--- src/rtl/hpdmc_ctlif_pkg.sv ---
// hpdmc_ctlif_pkg: shared constants for the HPDMC control interface.
//   - word offsets of the four CSRs (decoded from wbc_adr_i[3:2])
//   - bit positions of the SYS / BYP / TIM / STAT fields
//   - reset defaults of the system control and timing registers
package hpdmc_ctlif_pkg;

  // word offsets
  localparam logic [1:0] ADR_SYS  = 2'd0;
  localparam logic [1:0] ADR_BYP  = 2'd1;
  localparam logic [1:0] ADR_TIM  = 2'd2;
  localparam logic [1:0] ADR_STAT = 2'd3;

  // SYS fields
  localparam int SYS_W      = 3;
  localparam int SYS_BYPASS = 0;
  localparam int SYS_SDRST  = 1;
  localparam int SYS_CKE    = 2;
  localparam logic [SYS_W-1:0] SYS_RST = 3'b011;

  // BYP fields (strobes are active-high in the register)
  localparam int BYP_W       = 19;
  localparam int BYP_CS      = 0;
  localparam int BYP_WE      = 1;
  localparam int BYP_CAS     = 2;
  localparam int BYP_RAS     = 3;
  localparam int BYP_ADR_LSB = 4;
  localparam int BYP_ADR_MSB = 16;
  localparam int BYP_BA_LSB  = 17;
  localparam int BYP_BA_MSB  = 18;

  // TIM register; member order gives the packed bit layout [22:0]
  localparam int TIM_W = 23;
  typedef struct packed {
    logic [1:0]  wr;    // [22:21]
    logic [3:0]  rfc;   // [20:17]
    logic [10:0] refi;  // [16:6]
    logic [2:0]  rcd;   // [5:3]
    logic [2:0]  rp;    // [2:0]
  } tim_t;

  localparam tim_t TIM_RST = '{wr: 2'd2, rfc: 4'd8, refi: 11'd740, rcd: 3'd2, rp: 3'd2};

  // STAT busy flag position
  localparam int STAT_BUSY = 31;

endpackage

--- src/rtl/hpdmc_ctlif_guard.sv ---
// hpdmc_ctlif_guard: loadable saturating down-counter spacing bypass commands.
//   clk_i, rst_ni : clock, async active-low reset
//   load_i        : load reload_i this clock (takes priority over counting)
//   reload_i      : value loaded on load_i
//   busy_o        : count is non-zero
module hpdmc_ctlif_guard #(
  parameter int GUARD_W = 8
) (
  input  logic               clk_i,
  input  logic               rst_ni,
  input  logic               load_i,
  input  logic [GUARD_W-1:0] reload_i,
  output logic               busy_o
);

  logic [GUARD_W-1:0] cnt_q, cnt_d;

  always_comb begin
    cnt_d = cnt_q;
    if (load_i)             cnt_d = reload_i;
    else if (cnt_q != '0)   cnt_d = cnt_q - GUARD_W'(1);
  end

  always_ff @(posedge clk_i or negedge rst_ni)
    if (!rst_ni) cnt_q <= '0;
    else         cnt_q <= cnt_d;

  assign busy_o = (cnt_q != '0);

endmodule

--- src/rtl/hpdmc_ctlif_slave.sv ---
// hpdmc_ctlif_slave: Wishbone classic CSR responder for HPDMC.
//   wbc_*      : configuration bus (registered one-clock ack, full-word only)
//   bypass, sdram_rst, sdram_cke : system control outputs (lag SYS by a clock)
//   byp_*      : single-cycle SDRAM command generated by BYP writes in bypass
//   tim_*      : timing fields for the scheduler
module hpdmc_ctlif_slave
  import hpdmc_ctlif_pkg::*;
#(
  parameter int                 CSR_DEPTH_LOG2 = 2,
  parameter int                 GUARD_W        = 8,
  parameter logic [GUARD_W-1:0] GUARD_RST      = GUARD_W'(2)
) (
  input  logic        sys_clk,
  input  logic        sys_rst_n,
  input  logic [31:0] wbc_adr_i,
  input  logic [31:0] wbc_dat_i,
  output logic [31:0] wbc_dat_o,
  input  logic [3:0]  wbc_sel_i,
  input  logic        wbc_cyc_i,
  input  logic        wbc_stb_i,
  input  logic        wbc_we_i,
  output logic        wbc_ack_o,
  output logic        bypass,
  output logic        sdram_rst,
  output logic        sdram_cke,
  output logic        byp_cs_n,
  output logic        byp_we_n,
  output logic        byp_cas_n,
  output logic        byp_ras_n,
  output logic [12:0] byp_adr,
  output logic [1:0]  byp_ba,
  output logic [2:0]  tim_rp,
  output logic [2:0]  tim_rcd,
  output logic [10:0] tim_refi,
  output logic [3:0]  tim_rfc,
  output logic [1:0]  tim_wr
);

  logic [CSR_DEPTH_LOG2-1:0] adr;
  logic sel_byp, req, acc, wr, rd, guard_busy;

  logic               ack_q, ack_d;
  logic [31:0]        dat_q, dat_d;
  logic [SYS_W-1:0]   sys_q, sys_d, sys_out_q;
  logic [BYP_W-1:0]   byp_q, byp_d;
  tim_t               tim_q, tim_d;
  logic [GUARD_W-1:0] rel_q, rel_d;
  logic [3:0]         cmd_n_q, cmd_n_d;   // {ras, cas, we, cs}, active low

  logic unused_bits;
  assign unused_bits = ^{wbc_sel_i, wbc_adr_i[31:CSR_DEPTH_LOG2+2], wbc_adr_i[1:0],
                         wbc_dat_i[31:TIM_W]};

  assign adr     = wbc_adr_i[CSR_DEPTH_LOG2+1:2];
  assign sel_byp = (adr == CSR_DEPTH_LOG2'(ADR_BYP));
  // ~ack_q spaces acks so a held strobe completes at most every other clock
  assign req     = wbc_cyc_i & wbc_stb_i & ~ack_q;
  // a BYP write waits until the guard has already reached 0 on this edge
  assign acc     = req & ~(sel_byp & wbc_we_i & guard_busy);
  assign wr      = acc & wbc_we_i;
  assign rd      = acc & ~wbc_we_i;

  hpdmc_ctlif_guard #(.GUARD_W(GUARD_W)) u_guard (
    .clk_i    (sys_clk),
    .rst_ni   (sys_rst_n),
    .load_i   (wr & sel_byp),
    .reload_i (rel_q),
    .busy_o   (guard_busy)
  );

  always_comb begin
    ack_d   = acc;
    dat_d   = '0;
    sys_d   = sys_q;
    byp_d   = byp_q;
    tim_d   = tim_q;
    rel_d   = rel_q;
    cmd_n_d = 4'hF;   // strobes return to deselect after one clock
    if (wr) begin
      case (adr)
        CSR_DEPTH_LOG2'(ADR_SYS):  sys_d = wbc_dat_i[SYS_W-1:0];
        CSR_DEPTH_LOG2'(ADR_BYP): begin
          byp_d = wbc_dat_i[BYP_W-1:0];
          if (sys_out_q[SYS_BYPASS]) cmd_n_d = ~wbc_dat_i[BYP_RAS:BYP_CS];
        end
        CSR_DEPTH_LOG2'(ADR_TIM):  tim_d = tim_t'(wbc_dat_i[TIM_W-1:0]);
        CSR_DEPTH_LOG2'(ADR_STAT): rel_d = wbc_dat_i[GUARD_W-1:0];
        default: ;
      endcase
    end
    if (rd) begin
      case (adr)
        CSR_DEPTH_LOG2'(ADR_SYS):  dat_d = {{(32-SYS_W){1'b0}}, sys_q};
        CSR_DEPTH_LOG2'(ADR_BYP):  dat_d = {{(32-BYP_W){1'b0}}, byp_q};
        CSR_DEPTH_LOG2'(ADR_TIM):  dat_d = {{(32-TIM_W){1'b0}}, tim_q};
        CSR_DEPTH_LOG2'(ADR_STAT): begin
          dat_d            = {{(32-GUARD_W){1'b0}}, rel_q};
          dat_d[STAT_BUSY] = guard_busy;
        end
        default: ;
      endcase
    end
  end

  always_ff @(posedge sys_clk or negedge sys_rst_n)
    if (!sys_rst_n) begin
      ack_q     <= 1'b0;
      dat_q     <= '0;
      sys_q     <= SYS_RST;
      sys_out_q <= SYS_RST;
      byp_q     <= '0;
      tim_q     <= TIM_RST;
      rel_q     <= GUARD_RST;
      cmd_n_q   <= 4'hF;
    end else begin
      ack_q     <= ack_d;
      dat_q     <= dat_d;
      sys_q     <= sys_d;
      sys_out_q <= sys_q;   // SYS outputs change the clock after the ack
      byp_q     <= byp_d;
      tim_q     <= tim_d;
      rel_q     <= rel_d;
      cmd_n_q   <= cmd_n_d;
    end

  assign wbc_ack_o = ack_q;
  assign wbc_dat_o = dat_q;
  assign bypass    = sys_out_q[SYS_BYPASS];
  assign sdram_rst = sys_out_q[SYS_SDRST];
  assign sdram_cke = sys_out_q[SYS_CKE];
  assign byp_cs_n  = cmd_n_q[BYP_CS];
  assign byp_we_n  = cmd_n_q[BYP_WE];
  assign byp_cas_n = cmd_n_q[BYP_CAS];
  assign byp_ras_n = cmd_n_q[BYP_RAS];
  assign byp_adr   = byp_q[BYP_ADR_MSB:BYP_ADR_LSB];
  assign byp_ba    = byp_q[BYP_BA_MSB:BYP_BA_LSB];
  assign tim_rp    = tim_q.rp;
  assign tim_rcd   = tim_q.rcd;
  assign tim_refi  = tim_q.refi;
  assign tim_rfc   = tim_q.rfc;
  assign tim_wr    = tim_q.wr;

endmodule

--- config.mk ---
export PLATFORM = sky130hd
export DESIGN_NAME = hpdmc_ctlif_slave
export DESIGN_NICKNAME = d
export VERILOG_FILES = /design/src/rtl/hpdmc_ctlif_pkg.sv /design/src/rtl/hpdmc_ctlif_guard.sv /design/src/rtl/hpdmc_ctlif_slave.sv
export SDC_FILE = /design/constraint.sdc
export NUM_CORES = 1
export LEC_CHECK = 0
export BUFFER_PORTS_ARGS = -buffer_cell sky130_fd_sc_hd__clkbuf_2
export CAP_MARGIN = 40
export CORE_ASPECT_RATIO = 0.8
export CORE_MARGIN = 3
export CORE_UTILIZATION = 39
export CTS_CLUSTER_DIAMETER = 50
export DETAILED_ROUTE_END_ITERATION = 6
export PLACE_DENSITY = 0.71
export SYNTH_ARGS = -nofsm -noshare
export SYNTH_HDL_FRONTEND = slang
export SYNTH_SLANG_ARGS = --single-unit
--- constraint.sdc ---
create_clock -name sys_clk -period 2.3 [get_ports sys_clk]
set_input_delay 0.23 -clock sys_clk [delete_from_list [all_inputs] [get_ports sys_clk]]
set_output_delay 0.23 -clock sys_clk [all_outputs]
set_load 0.05 [all_outputs]
==> results.sh, run 1 <==
export IMPL_fin_util=0.499
export IMPL_synth_seq_cells=93
export IMPL_fin_tns_setup_ns=0
export IMPL_die_h_um=96.3
export IMPL_critical_path_top_delay_family="simple AND/OR/NAND/NOR gates"
export IMPL_r2r_end="byp_q[11]"
export IMPL_die_w_um=119
export IMPL_avgSynthCellArea_um2=13.7
export IMPL_synthArstFlopShare=1.00
export IMPL_slew_violations=0
export IMPL_crit_path_top_delay_cell="nor4_4"
export IMPL_tightest_slew_ns=0.794
export IMPL_leakagePower_nw=2.38
export IMPL_cts_path_max_buffers=2
export IMPL_syn_inst=290
export IMPL_status="finished clean"
export IMPL_cts_tree="done"
export IMPL_dieArea_mm2=0.0114
export IMPL_crit_chain="inv_1 -> ha_2 -> or3b_4 -> nor4_4 -> buf_6 -> mux2_2"
export IMPL_synth_xor_area_share=0.00661
export IMPL_firstDrtPassIters=4
export IMPL_boundaryPins=151
export IMPL_grt_usage=0.168
export IMPL_rows=32
export IMPL_drt_initial_drc_count=158
export IMPL_routed_wirelength_um=9160
export IMPL_setup_viol=0
export IMPL_worstPathMaxFanout=7
export IMPL_drcViolationCount=0
export IMPL_diodes=0
export IMPL_start_kind="flop"
export IMPL_crit_path_end="byp_q[11]"
export IMPL_ant_nets=0
export IMPL_synth_compound_area_share=0.0595
export IMPL_placed_cells=506
export IMPL_clk_pin_slew_ns=0.06
export IMPL_gp_congestion=0.849
export IMPL_vdd_ir_drop_worst_v=0.000724
export IMPL_root_buffer="clkbuf_16"
export IMPL_synth_edf_count=0
export IMPL_max_slew_margin=0.471
export IMPL_ys_types=44
export IMPL_first_global_vias=2619
export IMPL_antenna_found_initial=0
export IMPL_cts_buffers=9
export IMPL_vias=2655
export IMPL_stdcell_count=527
export IMPL_endpoint_kind="flop"
export IMPL_hold_viol=0
export IMPL_path_class="flop to flop"
export IMPL_initial_utilization=0.407
export IMPL_fin_skew_ns=0.00743
export IMPL_grt_max_degree=40
export IMPL_synthAdderAreaFrac=0.00630
export IMPL_viasPerCell=5.04
export IMPL_synth_top_family_by_area="multiplexers"
export IMPL_crit_cells=6
export IMPL_crit_arrival_ns=2.41
export IMPL_crit_buf_inv=2
export IMPL_routedWlPerCell_um=17.4
export IMPL_worstRegToRegCells=6
export IMPL_nets=461
export IMPL_yosysWarnings=0
export IMPL_hold_path_class="primary input to flop"
export IMPL_maxCapViolCount=0
export IMPL_fin_crit_ns=2.19
export IMPL_n_fill_cell=901
export IMPL_critPathRequiredTime_ns=2.52
export IMPL_r2r_start="u_guard.cnt_q[0]"
export IMPL_yosys_most_used_dff="dfrtp_1"
export IMPL_multi_input_area_mm2=0.00140
export IMPL_fin_crit_sh=0.952
export IMPL_syn_cell_area_mm2=0.00397
export IMPL_grt_pass1_wl_um=14500
export IMPL_clk_insertion_delay_late_ns=0.34
export IMPL_synth_yosys_seq_area_share=0.591
export IMPL_r2r_slack_ns=0.11
export IMPL_crit_path_start="u_guard.cnt_q[0]"
export IMPL_cts_sinks=93
export IMPL_dp_hpwl_um=6420
export IMPL_power_density_mw_per_mm2=1060
export IMPL_fmaxAchievable_mhz=457
export IMPL_io_buffers=99
export IMPL_final_common_cell="clkbuf_2"
export IMPL_h_tree_depth=3
export IMPL_fp_coreArea_mm2=0.00977
export IMPL_area_growth_syn_to_layout_pct=22.8
export IMPL_overflow=0
export IMPL_yosys_area_share_simple=0.0888
export IMPL_slowest_delay_ns=0.43
export IMPL_final_cell_mix="clkbuf_2 (98), dfrtp_1 (75), mux2_2 (58), dfstp_2 (18)"
export IMPL_drive_gt1_frac=0.552
export IMPL_regArea_mm2=0.00235
export IMPL_synthMuxAreaShare=0.181
-- worst min-delay path by stage --
stage | start | to | slack (ns) | cells after the start
2_1_floorplan | sys_rst_n | byp_q[0] | -0.07 | 0
3_3_place_gp | sys_rst_n | tim_rfc[2] | 0.21 | 1
3_5_place_dp | sys_rst_n | tim_rfc[2] | 0.21 | 1
4_1_cts | wbc_dat_i[0] | cmd_n_q[0] | 0.10 | 2
5_1_grt | wbc_dat_i[1] | cmd_n_q[1] | 0.11 | 2
6_report | wbc_dat_i[1] | cmd_n_q[1] | 0.11 | 2
-- layer usage --
metal | share of wire | track usage | vias up
met5 | 0 | 0 | -
met4 | 0.015 | 0.0530 | 0
met3 | 0.057 | 0.0570 | 9
met2 | 0.44 | 0.252 | 88
met1 | 0.48 | 0.232 | 1348
li1 | - | - | 1210
-- worst reg2reg max path, stage by stage (launching register included) --
cell	delay, ns
dfrtp_1	0.38
inv_1	0.09
ha_2	0.21
or3b_4	0.41
nor4_4	0.43
buf_6	0.22
mux2_2	0.35
-- state kept, by name (all words and copies together) (netlist names) --
signal / count
wbc_dat_o: 24
byp_q: 19
tim_refi: 11
rel_q: 8
u_guard.cnt_q: 8
cmd_n_q: 4
tim_rfc: 4
sys_out_q: 3
sys_q: 3
tim_rcd: 3
tim_rp: 3
tim_wr: 2
wbc_ack_o: 1
-- where the power goes --
part | internal, W | leakage [nW] | total [W] | switching, W
sequential | 0.00196 | 1.18 | 0.00221 | 0.000245
clock | 0.000846 | 0.148 | 0.00143 | 0.000588
combinational | 0.000533 | 1.06 | 0.00152 | 0.000985
total | 0.00334 | 2.38 | 0.00516 | 0.00182
-- final cells by class --
cell class | instances | share of cell area
flip-flops and latches | 93 | 0.482
multi-input cells | 163 | 0.286
repair buffers | 116 | 0.134
clock buffers | 13 | 0.0575
well taps | 136 | 0.0349
clock inverters | 3 | 0.00359
inverters | 3 | 0.00231
-- cells in the mapped netlist, types with 2 or more instances --
library cell  number  share of area
and3b_1            2         0.0044
o21ai_0            2         0.0025
mux2_2            58           0.16
nor2b_1            3         0.0047
a221o_1            2         0.0050
inv_1              3         0.0028
nor3_1             2         0.0025
nand3b_1           2         0.0038
nor4_1             3         0.0047
and2_1             3         0.0047
buf_4             23          0.043
a22oi_1           17          0.032
and4_1             2         0.0044
buf_2              2         0.0025
buf_6              2         0.0057
nand3_1            6         0.0076
nand2b_1           2         0.0031
clkbuf_1          10         0.0094
nor2_1            17          0.016
mux4_2             3          0.017
dfstp_2           18           0.12
ha_1               2         0.0063
dfrtp_1           75           0.47
a22o_1             3         0.0066
and3_1             6         0.0094
xor2_1             3         0.0066
nor3b_1            2         0.0038
-- logic make-up after synthesis --
kind of cell,after synthesis
flip-flops,93
buffers and inverters,41
adder cells (fa/ha/maj),2
multiplexers,61
other,1
AO/OA/AOI/OAI,31
XOR/XNOR,3
AND/OR/NAND/NOR,58
-- timing repair --
item | 4_1_cts | 5_1_grt
hold endpoints to repair | 28 | 0
hold buffers | 1 | 0
gates resized for setup | 0 | 7
setup buffers | 0 | 3
setup endpoints to repair | 0 | 15
-- stage by stage --
stage               instance area [um2]  hold slack, ns  setup slack [ns]  power [W]
global route                       4880           0.112          -0.00125    0.00542
detailed placement                 4520           0.208            0.0675    0.00374
global placement                   4520           0.206            0.0865    0.00369
finish                             4880           0.107             0.111    0.00516
CTS                                4830           0.101            0.0415    0.00520
floorplan                          4000         -0.0656            0.0252    0.00335
Note: power is estimated with default switching activity, not from simulation.
==> run 2: changes to the inputs <==
CORE_MARGIN = 8   (was 3)
PLACE_DENSITY = 0.66   (was 0.71)
clock period = 2.7 ns   (was 2.3 ns; I/O delays follow)
==> results.sh, run 2 (synthesis gave the netlist of run 1 again) <==
export IMPL_rows=33
export IMPL_clkPwrFrac=0.300
export IMPL_fmaxAchievable_mhz=415
export IMPL_fin_tns_setup_ns=0
export IMPL_cts_repair_resized=0
export IMPL_largest_reg_flops=24
export IMPL_slew_violations=0
export IMPL_antenna_found_initial=0
export IMPL_crit_path_top_delay_cell="or3b_2"
export IMPL_hold_path_class="primary input to flop"
export IMPL_grt_max_degree=57
export IMPL_diodes=0
export IMPL_fp_coreArea_mm2=0.0101
export IMPL_drt_initial_drc_count=157
export IMPL_viasPerCell=4.99
export IMPL_crit_chain="inv_1 -> ha_1 -> or3b_2 -> nor4_4 -> buf_4 -> mux2_2"
export IMPL_hold_slack_ns=0.134
export IMPL_initial_utilization=0.394
export IMPL_cts_tree="done"
export IMPL_h_tree_depth=3
export IMPL_boundaryPins=151
export IMPL_pwr_share_comb=0.277
export IMPL_fin_skew_ns=0.00596
export IMPL_netSwitchingPower_w=0.00156
export IMPL_grt_pass1_wl_um=14900
export IMPL_fin_crit_sh=0.893
export IMPL_power_density_mw_per_mm2=926
export IMPL_routedWlPerCell_um=17.5
export IMPL_rsz0062_at_grt="no"
export IMPL_routed_wirelength_um=9180
export IMPL_drcViolationCount=0
export IMPL_fin_ws_ns=0.289
export IMPL_gp_congestion=0.830
export IMPL_cts_hold_fix_buffers=1
export IMPL_vias=2609
export IMPL_p_seq_frac=0.423
export IMPL_start_kind="flop"
export IMPL_final_common_cell="clkbuf_2"
export IMPL_n_fill_cell=935
export IMPL_crit_arrival_ns=2.64
export IMPL_clk_insertion_delay_late_ns=0.34
export IMPL_dieArea_mm2=0.0137
export IMPL_critPathRequiredTime_ns=2.93
export IMPL_fin_crit_ns=2.41
export IMPL_cts_path_max_buffers=2
export IMPL_status="finished clean"
export IMPL_total_power_w=0.00447
export IMPL_cts_setup_buffers=0
export IMPL_io_buffers=99
export IMPL_cts_sinks=93
export IMPL_vdd_ir_drop_worst_v=0.000542
export IMPL_overflow=0
export IMPL_dp_hpwl_um=6640
export IMPL_maxCapViolCount=0
export IMPL_ant_nets=0
export IMPL_nets=453
export IMPL_worstRegToRegCells=6
export IMPL_swShare=0.349
export IMPL_clk_pin_slew_ns=0.07
export IMPL_setup_viol=0
export IMPL_grt_usage=0.142
export IMPL_firstDrtPassIters=4
export IMPL_path_class="flop to flop"
export IMPL_max_slew_margin=0.450
export IMPL_endpoint_kind="flop"
export IMPL_cts_buffers=9
export IMPL_hold_depth=2
export IMPL_die_h_um=106
export IMPL_drive_gt1_frac=0.540
export IMPL_final_cell_mix="clkbuf_2 (98), dfrtp_1 (75), mux2_2 (58), dfstp_2 (18)"
export IMPL_root_buffer="clkbuf_16"
export IMPL_tightest_slew_ns=0.825
export IMPL_area_growth_syn_to_layout_pct=21.6
export IMPL_hold_viol=0
export IMPL_first_global_vias=2766
export IMPL_leakagePower_nw=2.34
export IMPL_post_place_ws_ns=0.306
export IMPL_p_int_w=0.00291
export IMPL_die_w_um=129
export IMPL_slowest_delay_ns=0.52
export IMPL_worstPathMaxFanout=18
## run 2: worst max-delay path: cells and delay by family (launching register included)
| family | cells | cell delay [ns] |
|---|---|---|
| and+or+nand+nor | 2 | 0.81 |
| muxes | 1 | 0.37 |
| adders and majority gates | 1 | 0.21 |
| buffers and inverters | 2 | 0.44 |
| DFF | 1 | 0.46 |
## run 2: worst paths after layout
check | endpoint | from | slack [ns]
setup / recovery | byp_q[12] | u_guard.cnt_q[0] | 0.29
hold / removal | cmd_n_q[2] | wbc_dat_i[2] | 0.13
setup reg to reg | byp_q[12] | u_guard.cnt_q[0] | 0.29
hold reg to reg | sys_out_q[0] | sys_q[0] | 0.37
max in group asynchronous | sys_q[1] | sys_rst_n | 1.46
min in group asynchronous | wbc_dat_o[21] | sys_rst_n | 0.53
## run 2: final cells by class
type | count | area (um2) | share of cell area
repair buffers | 108 | 581 | 0.120
inverters | 3 | 11.3 | 0.00233
well taps | 140 | 175 | 0.0363
clock inverters | 7 | 97.6 | 0.0202
flip-flops and latches | 93 | 2350 | 0.486
multi-input cells | 163 | 1390 | 0.288
clock buffers | 9 | 225 | 0.0466
## run 2: metrics by stage
stage / cells / utilization / cell area [um2]
after floorplan: 297 / - / 4000
after global placement: 506 / 0.446 / 4500
after detailed placement: 506 / 0.446 / 4500
after CTS: 523 / 0.480 / 4830
after global routing: 523 / 0.480 / 4830
final: 523 / 0.480 / 4830
## run 2: per-layer routing
| metal | track usage | part of all wire | vias to the layer above |
|---|---|---|---|
| li1 | - | - | 1192 |
| met1 | 0.184 | 0.45 | 1308 |
| met2 | 0.209 | 0.44 | 95 |
| met3 | 0.0605 | 0.094 | 14 |
| met4 | 0.0494 | 0.014 | 0 |
| met5 | 0 | 0 | - |
## run 2: power groups by stage
stage                     Combinational (W)  Clock (W)  Sequential (W)
after floorplan                    0.000616          0         0.00224
after global placement              0.00122          0         0.00191
after detailed placement            0.00124          0         0.00192
after CTS                           0.00126    0.00138         0.00189
after global routing                0.00132    0.00144         0.00194
final                               0.00124    0.00134         0.00189
